File: config.mk
export PLATFORM = sky130hd
export DESIGN_NAME = collision_unit_flat
export DESIGN_NICKNAME = d
export VERILOG_FILES = /design/src/rtl/collision_unit_if.sv /design/src/rtl/collision_unit.sv /design/src/flat_wrapper.sv
export SDC_FILE = /design/constraint.sdc
export NUM_CORES = 1
export LEC_CHECK = 0
export CORE_AREA = 2 2 186 188
export DETAILED_ROUTE_END_ITERATION = 12
export DIE_AREA = 0 0 188 190
export PLACE_DENSITY = 0.74
export SYNTH_ARGS = -nofsm -noshare
export SYNTH_HDL_FRONTEND = slang
export SYNTH_SLANG_ARGS = --single-unit
File: constraint.sdc
create_clock -name clk -period 5.3 [get_ports clk]
set_input_delay 1.06 -clock clk [delete_from_list [all_inputs] [get_ports clk]]
set_output_delay 1.06 -clock clk [all_outputs]
set_load 0.02 [all_outputs]
File: src/rtl/collision_unit_if.sv
// Bus between the pipeline's EX stage and the collision coprocessor.
// Carries table writes, operation requests and the result/handshake signals.
interface collision_unit_if #(
    parameter int COORD_W   = 8,
    parameter int NUM_SLOTS = 8
);
    localparam int SLOT_W = $clog2(NUM_SLOTS);

    logic                   wr_en;
    logic [SLOT_W-1:0]      wr_slot;
    logic [4*COORD_W-1:0]   wr_box;
    logic                   start;
    logic                   mode;
    logic [4*COORD_W-1:0]   box_a;
    logic [4*COORD_W-1:0]   box_b;
    logic [NUM_SLOTS-1:0]   slot_mask;
    logic                   busy;
    logic                   done;
    logic                   hit;
    logic [NUM_SLOTS-1:0]   hit_mask;
    logic [SLOT_W-1:0]      first_hit;

    modport master (
        output wr_en, wr_slot, wr_box, start, mode, box_a, box_b, slot_mask,
        input  busy, done, hit, hit_mask, first_hit
    );

    modport slave (
        input  wr_en, wr_slot, wr_box, start, mode, box_a, box_b, slot_mask,
        output busy, done, hit, hit_mask, first_hit
    );
endinterface

File: src/rtl/collision_unit.sv
// Hitbox collision coprocessor: a box table plus a pair compare (1 cycle)
// and a scan of the query box against every enabled slot (one slot per cycle).
module collision_unit #(
    parameter int COORD_W   = 8,
    parameter int NUM_SLOTS = 8,
    parameter int SLOT_W    = $clog2(NUM_SLOTS)
) (
    input  logic                  clk,
    input  logic                  rst_n,
    collision_unit_if.slave       bus
);
    localparam int BOX_W = 4 * COORD_W;

    typedef enum logic [1:0] {S_IDLE, S_PAIR, S_SCAN, S_FIN} state_t;

    state_t                 state_q, state_d;
    logic [BOX_W-1:0]       table_q [NUM_SLOTS];
    logic [BOX_W-1:0]       a_q, b_q;
    logic [NUM_SLOTS-1:0]   mask_q;
    logic [SLOT_W-1:0]      cnt_q, cnt_d;
    logic                   hit_q, hit_d;
    logic [NUM_SLOTS-1:0]   hit_mask_q, hit_mask_d;
    logic [SLOT_W-1:0]      first_hit_q, first_hit_d;
    logic                   busy, done, accept, pair_r, scan_r;

    // Sums are widened by one bit so boxes near the top of the coordinate
    // range never wrap; zero-sized boxes are rejected explicitly because the
    // interval test alone would let them sit strictly inside another box.
    function automatic logic overlap(input logic [BOX_W-1:0] a, input logic [BOX_W-1:0] b);
        logic [COORD_W:0] ax, ay, aw, ah, bx, by, bw, bh;
        ax = {1'b0, a[4*COORD_W-1 -: COORD_W]};
        ay = {1'b0, a[3*COORD_W-1 -: COORD_W]};
        aw = {1'b0, a[2*COORD_W-1 -: COORD_W]};
        ah = {1'b0, a[COORD_W-1   -: COORD_W]};
        bx = {1'b0, b[4*COORD_W-1 -: COORD_W]};
        by = {1'b0, b[3*COORD_W-1 -: COORD_W]};
        bw = {1'b0, b[2*COORD_W-1 -: COORD_W]};
        bh = {1'b0, b[COORD_W-1   -: COORD_W]};
        return (aw != '0) && (ah != '0) && (bw != '0) && (bh != '0) &&
               (ax < bx + bw) && (bx < ax + aw) &&
               (ay < by + bh) && (by < ay + ah);
    endfunction

    assign accept = bus.start && ((state_q == S_IDLE) || (state_q == S_FIN));
    assign pair_r = overlap(a_q, b_q);
    assign scan_r = mask_q[cnt_q] && overlap(a_q, table_q[cnt_q]);

    always_ff @(posedge clk or negedge rst_n) begin
        if (!rst_n) state_q <= S_IDLE;
        else        state_q <= state_d;
    end

    always_comb begin
        state_d = state_q;
        case (state_q)
            S_IDLE, S_FIN: begin
                if (accept) state_d = bus.mode ? S_SCAN : S_PAIR;
                else        state_d = S_IDLE;
            end
            S_PAIR: state_d = S_FIN;
            S_SCAN: if (cnt_q == SLOT_W'(NUM_SLOTS - 1)) state_d = S_FIN;
            default: state_d = S_IDLE;
        endcase
    end

    always_comb begin
        busy = 1'b0;
        done = 1'b0;
        case (state_q)
            S_PAIR, S_SCAN: busy = 1'b1;
            S_FIN:          done = 1'b1;
            default: ;
        endcase
    end

    always_comb begin
        cnt_d       = cnt_q;
        hit_d       = hit_q;
        hit_mask_d  = hit_mask_q;
        first_hit_d = first_hit_q;
        if (accept) begin
            cnt_d       = '0;
            hit_d       = 1'b0;
            hit_mask_d  = '0;
            first_hit_d = '0;
        end else if (state_q == S_PAIR) begin
            hit_d       = pair_r;
            hit_mask_d  = {{(NUM_SLOTS-1){1'b0}}, pair_r};
            first_hit_d = '0;
        end else if (state_q == S_SCAN) begin
            hit_mask_d[cnt_q] = scan_r;
            hit_d             = hit_q | scan_r;
            if (scan_r && !hit_q) first_hit_d = cnt_q;
            cnt_d             = cnt_q + SLOT_W'(1);
        end
    end

    // Table reads during a scan are combinational off table_q, so a write in
    // the same cycle as a slot's evaluation is only visible to later scans.
    always_ff @(posedge clk or negedge rst_n) begin
        if (!rst_n) begin
            for (int i = 0; i < NUM_SLOTS; i++) table_q[i] <= '0;
            cnt_q       <= '0;
            hit_q       <= 1'b0;
            hit_mask_q  <= '0;
            first_hit_q <= '0;
        end else begin
            if (bus.wr_en && (32'(bus.wr_slot) < NUM_SLOTS)) table_q[bus.wr_slot] <= bus.wr_box;
            cnt_q       <= cnt_d;
            hit_q       <= hit_d;
            hit_mask_q  <= hit_mask_d;
            first_hit_q <= first_hit_d;
        end
    end

    always_ff @(posedge clk) begin
        if (accept) begin
            a_q    <= bus.box_a;
            b_q    <= bus.box_b;
            mask_q <= bus.slot_mask;
        end
    end

    assign bus.busy      = busy;
    assign bus.done      = done;
    assign bus.hit       = hit_q;
    assign bus.hit_mask  = hit_mask_q;
    assign bus.first_hit = first_hit_q;
endmodule
File: src/flat_wrapper.sv
// flat-port wrapper written by rule: the top's interface ports become plain ports
module collision_unit_flat 
#(
    parameter int COORD_W   = 8,
    parameter int NUM_SLOTS = 8,
    parameter int SLOT_W    = $clog2(NUM_SLOTS)
)
  (clk, rst_n, bus_wr_en, bus_wr_slot, bus_wr_box, bus_start, bus_mode, bus_box_a, bus_box_b, bus_slot_mask, bus_busy, bus_done, bus_hit, bus_hit_mask, bus_first_hit);
  collision_unit_if #(.COORD_W(COORD_W), .NUM_SLOTS(NUM_SLOTS)) bus_i ();
  input  logic clk;
  input  logic rst_n;
  input wire logic [$bits(bus_i.wr_en)-1:0] bus_wr_en;
  input wire logic [$bits(bus_i.wr_slot)-1:0] bus_wr_slot;
  input wire logic [$bits(bus_i.wr_box)-1:0] bus_wr_box;
  input wire logic [$bits(bus_i.start)-1:0] bus_start;
  input wire logic [$bits(bus_i.mode)-1:0] bus_mode;
  input wire logic [$bits(bus_i.box_a)-1:0] bus_box_a;
  input wire logic [$bits(bus_i.box_b)-1:0] bus_box_b;
  input wire logic [$bits(bus_i.slot_mask)-1:0] bus_slot_mask;
  output wire logic [$bits(bus_i.busy)-1:0] bus_busy;
  output wire logic [$bits(bus_i.done)-1:0] bus_done;
  output wire logic [$bits(bus_i.hit)-1:0] bus_hit;
  output wire logic [$bits(bus_i.hit_mask)-1:0] bus_hit_mask;
  output wire logic [$bits(bus_i.first_hit)-1:0] bus_first_hit;
  assign bus_i.wr_en = bus_wr_en;
  assign bus_i.wr_slot = bus_wr_slot;
  assign bus_i.wr_box = bus_wr_box;
  assign bus_i.start = bus_start;
  assign bus_i.mode = bus_mode;
  assign bus_i.box_a = bus_box_a;
  assign bus_i.box_b = bus_box_b;
  assign bus_i.slot_mask = bus_slot_mask;
  assign bus_busy = bus_i.busy;
  assign bus_done = bus_i.done;
  assign bus_hit = bus_i.hit;
  assign bus_hit_mask = bus_i.hit_mask;
  assign bus_first_hit = bus_i.first_hit;
  collision_unit #(.COORD_W(COORD_W), .NUM_SLOTS(NUM_SLOTS), .SLOT_W(SLOT_W)) u_core (.clk(clk), .rst_n(rst_n), .bus(bus_i));
endmodule
# --- After elaboration in Yosys (flattened, before gate mapping) ---
# Index checks and enable logic that the tools add are counted.
classes:
  addsub: 7
  n_lt_le_gt_ge: 13
  n_eq_ne: 6
  n_mux: 30
  n_bitwise: 3
  n_reduce_logical: 34
ops:
  columns: ["op", "n"]
  rows:
  - ["256-bit bitwise mux", 1]
  - ["32-bit binary-select mux with 3-bit select", 1]
  - ["32-bit demux with 3-bit select", 1]
  - ["32-bit 2-to-1 mux", 3]
  - ["8-bit by 9-bit < comparator with 1-bit output", 8]
  - ["8-bit by 8-bit adder with 9-bit output", 6]
  - ["8-bit nonzero test", 6]
  - ["8-bit 2-to-1 mux", 3]
  - ["3-bit 2-to-1 mux", 7]
  - ["1-bit logical AND", 18]
  - ["8-bit bitwise mux", 1]
  - ["4-bit greater-or-equal comparator, second input constant", 2]
  - ["3-bit inverter with 4-bit output", 2]
  - ["1-bit 2-to-1 mux", 7]
  - ["2-bit 2-to-1 mux", 3]
  - ["2-bit one-hot mux with 3 select lines", 1]
  - ["3-bit nonzero test", 2]
  - ["2-bit equality test, second input constant", 2]
  - ["3-bit by 4-bit < comparator with 1-bit output, second input constant", 1]
  - ["4-bit by 1-bit < comparator with 1-bit output, second input constant", 1]
  - ["2-bit by 1-bit != test with 1-bit output, second input constant", 2]
  - ["2-bit AND reduction", 2]
  - ["2-bit OR reduction", 2]
  - ["3-bit by 1-bit adder with 3-bit output, second input constant", 1]
  - ["10 further kinds", 10]
word_totals:
  reg_bits: 345
  in_bits: 112
  out_inout_bits: 14
  wordCells: 109

# --- Longest topological paths before layout ---
# Gate-level depths: netlist of run 1.
depth:
  depth_word: 17
  mapped_depth: 26

# --- Least setup slack after synthesis of run 1 ---
# Ideal clock, no wire load.
synth_path:
  kind: "register -> register"
  startpoint: "register u_core.cnt_q[0]"
  endpoint: "register u_core.first_hit_q[0] (netlist: u_core.bus.first_hit[0])"
  t_arrival_ns: 5.199
  required_ns: 5.196
  slack_ns: -0.003
  stages_incl_launch_ff: 26
  n_path_buf: 6
  path_cell_list: "dfrtp_1 -> buf_6 -> buf_12 -> buf_4 -> buf_1 -> buf_2 -> mux2i_1 -> nor2_1 -> a311oi_1 -> o21ai_0 -> ha_1 -> nor2b_1 -> o21a_1 -> o21ai_0 -> nand2b_1 -> a21oi_1 -> xor2_1 -> ha_1 -> a2111oi_0 -> nand2_1 -> o21ai_0 -> o2111ai_1 -> or4b_1 -> buf_2 -> or2_1 -> o311ai_1"
synth_via:
  elab_chain_cells: 15
  word_cells_on_any_way: 28
  cone_classes: "2 x add/sub; 4 x order compare; 9 x mux; 1 x bitwise; 12 x reduce/logical"
synth_lines:
  columns: ["item", "line", "rtl"]
  rows:
  - ["start, declared", "collision_unit.sv:20", "logic [SLOT_W-1:0] cnt_q, cnt_d;"]
  - ["start signal, assigned", "collision_unit.sv:109", "cnt_q <= cnt_d;"]
  - ["branches (longest 15 deep; another with 8-bit by 8-bit adder with 9-bit output)", null, null]
  - ["end signal, assigned", "collision_unit.sv:112", "first_hit_q <= first_hit_d;"]
  - ["end, declared", "collision_unit.sv:23", "logic [SLOT_W-1:0] first_hit_q, first_hit_d;"]
# Parallel ways; which one is timed is not known. The select of a mux whose other input is x is not followed.
# A chain may end at the register's enable or synchronous reset.

# --- Worst setup path in the final report of run 1 ---
layout_path:
  startpoint: "register u_core.cnt_q[0]"
  endpoint: "register u_core.first_hit_q[1] (netlist: u_core.bus.first_hit[1])"
layout_via:
  elab_chain_cells: 15
  word_cells_on_any_way: 24
  cone_classes: "2 x add/sub; 4 x order compare; 5 x mux; 1 x bitwise; 12 x reduce/logical"
layout_lines:
  columns: ["item", "line", "rtl"]
  rows:
  - ["branches (longest 11 deep; another with 8-bit by 8-bit adder with 9-bit output)", null, null]
  - ["1-bit logical AND (*)", "collision_unit.sv:46", "assign scan_r = mask_q[cnt_q] && overlap(a_q, table_q[cnt_q]);"]
  - ["1-bit logical AND (*)", "collision_unit.sv:93", "if (scan_r && !hit_q) first_hit_d = cnt_q;"]
  - ["3-bit nonzero test (no source line) (*)", null, null]
  - ["2-bit AND reduction (no source line) (*)", null, null]
# Mark *: on every way between the ends. The select of a mux whose other input is x is not followed.

==> qor.csv, run 1 <==
metric;value;unit
Final Hold Vio Count;0;
initial core utilization;53.2;%
commonest cells in the netlist;dfrtp_1 (273), mux2_2 (269), ha_1 (110);
Slew headroom;32.8;%
H-tree Lvls;2;
initial antenna violation count;1;
final cycle utilization of the critical path;93.3;%
register area share after synthesis;49.8;%
Seq pwr share;30.8;%
syn_area_per_cell;12.9;sq um
clk slew on worst S/H paths;0.06;ns
CP max-delay cell;or4b_4;
Synth Flop Type;dfrtp_1;
vias per inst;6.02;
slew at the pin with the worst max-slew slack;1.01;ns
CTS root buf;clkbuf_16;
die area;35700;sq um
RSZ-0062 raised after global routing;false;
Core Rows;68;
largest net degree at the start of global routing;123;
synth warn;0;
# DRC;0;
fin crit period;4.94;ns
vias post-DR;12200;
global-route wire length before repair;71000;um
Max Cap Viol;0;
# clock sinks;345;
main combinational cell family by area after synthesis;multiplexers;
Final Power;12.5;mW
Synth Area in Adders;8.29;%
Setup TNS;0;ns
Clk pwr share;21.0;%
I/O pin count;126;
peak supply drop;0.000318;V
HPWL Detailed;30600;um
Total GRT Usage;25.8;%
flop and latch count out of synthesis;345;
Clock Latency Late Sink;0.55;ns
Post-synth EDFFs;72;
# setup viols final;0;
min setup slack post-route;0.356;ns
Clock Skew;0.0162;ns
combinational share of power;48.2;%
synth top area cells;dfrtp_1 (38%), mux2_2 (17%), edfxtp_1 (12%);
multi-input logic area;8680;sq um
Layout Cells excl Fill;2032;
Final ANT Viol Nets;0;
Crit Path Category;register to register;
die height;190;um
CP startpoint kind;register;
hold buffer count at cts;0;
input/output buffers;125;
worst path bufs/invs;2;
post-DR wirelength/cell;22.4;um
Post-Place Cells;1960;
Placed Area;20000;sq um
synthesis-to-finish area growth;17.9;%
final wirelength;45400;um
GP Congestion;0.869;
cell family with most CP delay;compound AO/OA/AOI/OAI gates;
TritonRoute pass-1 iters;5;
Cells after Synth;1397;
Die Width;188;um
initial DRC count;828;
Compound-Gate Fraction of Synth Area;8.43;%
hold_ws;0.493;ns
share of cells above drive strength 1;27.1;%
critical path's most frequent cell;ha_1;
Crit. End Element;register;
cell area after layout;21300;sq um
total gr overflow;0;
worst path cell trace;buf_4 -> and3b_1 -> a222oi_1 -> and3_1 -> inv_1 -> ha_1 -> a21o_1 -> a21oi_1 -> o21bai_1 -> a21oi_2 -> xor2_1 -> ha_1 -> a2111oi_2 -> nand2_1 -> o21ai_1 -> o2111ai_1 -> or4b_4 -> or2_1 -> o311ai_1;
Psw;4.71;mW
mux share of post-synthesis cell area;22.1;%
Synth cell types;81;
pre-CTS setup slack;0.101;ns
number of global-route vias before repair;12700;
post-synth top area share;37.8;%
Post-Synth Simple-Gate Area;7.37;%
status;finished clean;
Filler cells;2571;
data arrival time of the critical path;5.39;ns
WP data required;5.75;ns
Seq. cell area;9000;sq um
Synthesized Nets;1625;
ys async rst share;79.1;%
Slew Viols, Final;0;
critical path peak fanout;10;
Antenna diodes;0;
most common cell in the netlist;dfrtp_1;
fmax;0.202;GHz
CP max stage delay;0.55;ns
Post-Synth XOR/XNOR Area;1.65;%
nets@finish;1778;
core box area;33900;sq um
CTS Buffer Depth;3;
total CTS buffers;37;
Net Sw Frac;37.7;%
internal power;7.77;mW
Finished Core Util;62.7;%
Synth area leader;dfrtp_1;
TritonCTS clock tree;done;
HP Class;register to register;
post-synthesis instance area;18100;sq um
Static Leak;8.95;nW
Pwr Density;586;nW/um^2
[flip-flops by register name (all words and copies together) (netlist names), 2 cells and up]
register and count:
u_core.a_q 32, u_core.bus.hit_mask 8, u_core.bus.first_hit 3, u_core.table_q 256
u_core.b_q 32, u_core.mask_q 8, u_core.state_q 2, u_core.cnt_q 3
[routing by layer]
layer | vias up | global-route usage (%) | wire [um]
li1 | 5563 | - | -
met5 | - | 0 | 13
met2 | 343 | 41.3 | 21000
met3 | 88 | 4.93 | 2660
met1 | 6241 | 35.2 | 20200
met4 | 2 | 9.84 | 1540
[cells in the final DEF, fill, tap and decap left out, types with 7 or more instances in the layout]
cell	n
nand2b_1	28
clkbuf_16	38
a222oi_1	8
ha_1	110
a21oi_1	49
nor3_1	14
mux4_2	17
xor2_1	14
o21ai_0	34
a31o_2	11
clkbuf_1	7
a21o_1	10
nand2_1	79
o211ai_1	9
or3_1	9
buf_4	47
a22oi_1	8
dfrtp_1	271
and3_1	22
mux2i_1	47
clkdlybuf4s50_1	124
o21bai_1	11
a31oi_1	11
a221oi_1	7
inv_1	21
edfxtp_1	72
mux2_2	269
o21a_1	10
nor4_1	10
xnor2_1	20
nor2_1	36
nand3_1	17
[final cells by class]
class	instances	share of cell area, %
inverter	23	0.406
clock inverter	15	0.835
clock buffer	51	4.98
timing repair buffer	178	8.04
tap	455	2.67
multi-input combinational	965	40.8
sequential	345	42.3
[power by group through the flow]
stage / clock [mW] / combinational (mW) / sequential (mW)
after floorplan: 0 / 4.23 / 3.73
after global placement: 0 / 5.52 / 3.87
after detailed placement: 0 / 5.72 / 3.89
after CTS: 2.67 / 5.77 / 3.85
after global routing: 2.77 / 6.70 / 3.91
final: 2.62 / 6.01 / 3.84
[logic make-up after synthesis]
group	Yosys count
AOI/OAI and AO/OA	219
xor gates and xnor gates	34
adders and majority gates	116
buffers and inverters	87
DFF	345
muxes	339
and+or+nand+nor	257
[timing repair]
action                     CTS  global route
setup buffers                0             6
setup endpoints to repair    0            12
resized for setup            0             8
hold endpoints to repair     0             0
[final timing paths]
kind | start | to | slack [ns] | depth (start not counted)
worst max-delay path | u_core.cnt_q[0] | u_core.bus.first_hit[1] | 0.36 | 19
worst min-delay path | u_core.bus.hit_mask[4] | u_core.bus.hit_mask[4] | 0.49 | 1
worst max register to register | u_core.cnt_q[0] | u_core.bus.first_hit[1] | 0.36 | 19
worst min register to register | u_core.bus.hit_mask[4] | u_core.bus.hit_mask[4] | 0.49 | 1
max in group asynchronous | rst_n | u_core.table_q[144] | 3.58 | 2
min in group asynchronous | rst_n | u_core.table_q[231] | 0.57 | 1
[worst register-to-register path: cells and delay by family (launching register included)]
kind	cells	cell delay (ns)
AOI/OAI and AO/OA	9	1.84
and+or+nand+nor	5	1.40
adders and majority gates	2	0.58
DFF	1	0.54
buffers and inverters	2	0.29
xor gates and xnor gates	1	0.19
No activity file was read; power rests on OpenSTA's default activity.
==> run 2: changes to the inputs <==
- REMOVE_ABC_BUFFERS: default -> 1
==> qor.csv, run 2 (same netlist as run 1, synthesis figures left out) <==
metric;value;unit;change
status;finished clean;;
WP data required;5.72;ns;-0.03 ns
# DRC;0;;unchanged
Hold EP;u_core.table_q[91];;
total CTS buffers;37;;unchanged
clk slew on worst S/H paths;0.06;ns;about the same
hold buffer count at cts;0;;unchanged
critical path peak fanout;10;;unchanged
worst path cell trace;nor2b_1 -> a22o_1 -> a222oi_1 -> and3_1 -> inv_1 -> ha_1 -> a21o_1 -> a21oi_1 -> o21bai_1 -> a21oi_1 -> xor2_1 -> ha_1 -> a2111oi_2 -> nand2_1 -> o21ai_0 -> o2111ai_1 -> or4b_4 -> or2_1 -> o311ai_1;;
Final ANT Viol Nets;0;;unchanged
final wirelength;44000;um;-3.1%
CP max stage delay;0.55;ns;about the same
CP startpoint kind;register;;
GP Congestion;0.912;;+4.9%
post-DR wirelength/cell;21.7;um;-2.9%
Pwr Density;576;nW/um^2;-1.7%
Clock Skew;0.0117;ns;-0.00454 ns
Largest register FFs;256;;unchanged
vias post-DR;12200;;-0.60%
Die Width;188;um;unchanged
Max Cap Viol;0;;unchanged
cell family with most CP delay;compound AO/OA/AOI/OAI gates;;
vias per inst;6.00;;-0.35%
Slew Viols, Final;0;;unchanged
Static Leak;8.89;nW;-0.66%
final cycle utilization of the critical path;95.3;%;+2.0 points
GR Util met1;34.8;%;-0.38 points
Hold Path Stages;1;;unchanged
worst path bufs/invs;1;;-1
Crit Path Category;register to register;;
die height;190;um;unchanged
largest net degree at the start of global routing;129;;+4.9%
initial antenna violation count;3;;+2
HPWL Detailed;30200;um;-1.3%
TritonRoute pass-1 iters;5;;unchanged
Clock Latency Late Sink;0.53;ns;-0.02 ns
CTS Buffer Depth;3;;unchanged
die area;35700;sq um;unchanged
Crit Reg-Reg Endpoint;u_core.bus.first_hit[1];;
CP max-delay cell;or4b_4;;
core box area;33900;sq um;unchanged
CTS root buf;clkbuf_16;;
Crit. End Element;register;;
cell area after layout;21200;sq um;-0.46%
GRT Max-Usage Layer;met2;;
data arrival time of the critical path;5.47;ns;+0.08 ns
total gr overflow;0;;unchanged
Largest regs;u_core.table_q x256, u_core.a_q x32, u_core.b_q x32;;
TritonCTS clock tree;done;;
HP Start;u_core.table_q[91];;
H-tree Lvls;2;;unchanged
R2R Path Start;u_core.cnt_q[2];;
input/output buffers;125;;unchanged
Slew headroom;32.1;%;-0.64 points
nets@finish;1775;;-0.17%
slew at the pin with the worst max-slew slack;1.02;ns;+0.00963 ns
I/O pin count;126;;unchanged
commonest non-fill, non-tap cell in the layout;dfrtp_1;;
synthesis-to-finish area growth;17.4;%;
r2r setup slk;0.25;ns;-0.11 ns
Final Power;12.2;mW;-2.2%
Final Hold Vio Count;0;;unchanged
Placed Area;19900;sq um;about the same
HP Class;register to register;;
share of cells above drive strength 1;26.8;%;-0.34 points
global-route wire length before repair;69600;um;-1.9%
Total GRT Usage;24.8;%;-0.98 points
initial DRC count;798;;-3.6%
most frequent cells in the layout;dfrtp_1 (271), mux2_2 (269), clkdlybuf4s50_1 (124), ha_1 (110), nand2_1 (78);;
Core Rows;68;;unchanged
initial core utilization;53.2;%;unchanged
# setup viols final;0;;unchanged
met2 Use GR;39.7;%;-1.6 points
fmax;0.198;GHz;-2.1%
Finished Core Util;62.4;%;-0.29 points
# clock sinks;345;;unchanged
fin crit period;5.05;ns;+0.106 ns
largest reg by FF count;u_core.table_q;;
Reg2Reg Depth;19;;unchanged
peak supply drop;0.000334;V;+4.8%
met3 GRT Util;4.30;%;-0.63 points
number of global-route vias before repair;12600;;-0.61%
## run 2: worst register-to-register path, delay by kind of cell, from the launching register on
family / cells / cell delay [ns]
compound gates: 10 / 2.27
simple gates: 5 / 1.35
fa+ha+maj: 2 / 0.57
flops: 1 / 0.48
xor+xnor: 1 / 0.17
buf+inv: 1 / 0.09
## run 2: layout make-up
cell class | count | area [sq um]
tap | 455 | 569
clock buffer | 53 | 1070
clock inverter | 10 | 93.8
timing repair buffer | 175 | 1680
multi-input combinational | 965 | 8690
sequential | 345 | 9000
fill | 2588 | 12800
inverter | 23 | 86.3
antenna | 1 | 2.50
## run 2: per-stage QoR
| stage | worst slack, ns | TNS [ns] | cells | hold WS (ns) |
|---|---|---|---|---|
| 6_report | 0.250 | 0 | 2027 | 0.501 |
| 4_1_cts | 0.121 | 0 | 2020 | 0.501 |
| 3_3_place_gp | 0.215 | 0 | 1957 | 0.482 |
| 5_1_grt | -0.0222 | -0.0414 | 2026 | 0.511 |
| 3_5_place_dp | 0.180 | 0 | 1957 | 0.487 |
| 2_1_floorplan | -2.15 | -24.86 | 1333 | 0.471 |
## run 2: how the worst max path moves through the flow
| stage | startpoint | slack, ns | endpoint | depth (start not counted) |
|---|---|---|---|---|
| global route | u_core.cnt_q[0] | -0.02 | u_core.bus.first_hit[0] | 22 |
| detailed placement | u_core.cnt_q[0] | 0.18 | u_core.bus.first_hit[1] | 21 |
| finish | u_core.cnt_q[2] | 0.25 | u_core.bus.first_hit[1] | 19 |
| global placement | u_core.cnt_q[0] | 0.21 | u_core.bus.first_hit[1] | 18 |
| CTS | u_core.cnt_q[0] | 0.12 | u_core.bus.first_hit[1] | 21 |
| floorplan | u_core.cnt_q[0] | -2.15 | u_core.bus.first_hit[0] | 19 |
## run 2: routing by layer
layer,vias to the layer above,part of all wire (%)
met5,-,0.070
met2,354,47
met3,88,5.7
met4,4,2.7
li1,5560,-
met1,6158,45
## run 2: where the power goes
part           switching [mW]  internal [mW]  total [mW]  leakage [nW]
registers               0.438           3.42        3.85          3.97
clock network            1.03           1.45        2.49         0.564
logic                    3.13           2.73        5.86          4.35
total                    4.60           7.60        12.2          8.89
## run 2: what timing repair did
action,CTS,global route
gates resized for setup,0,10
setup endpoints to repair,0,12
buffers inserted,0,6
hold endpoints to repair,0,0
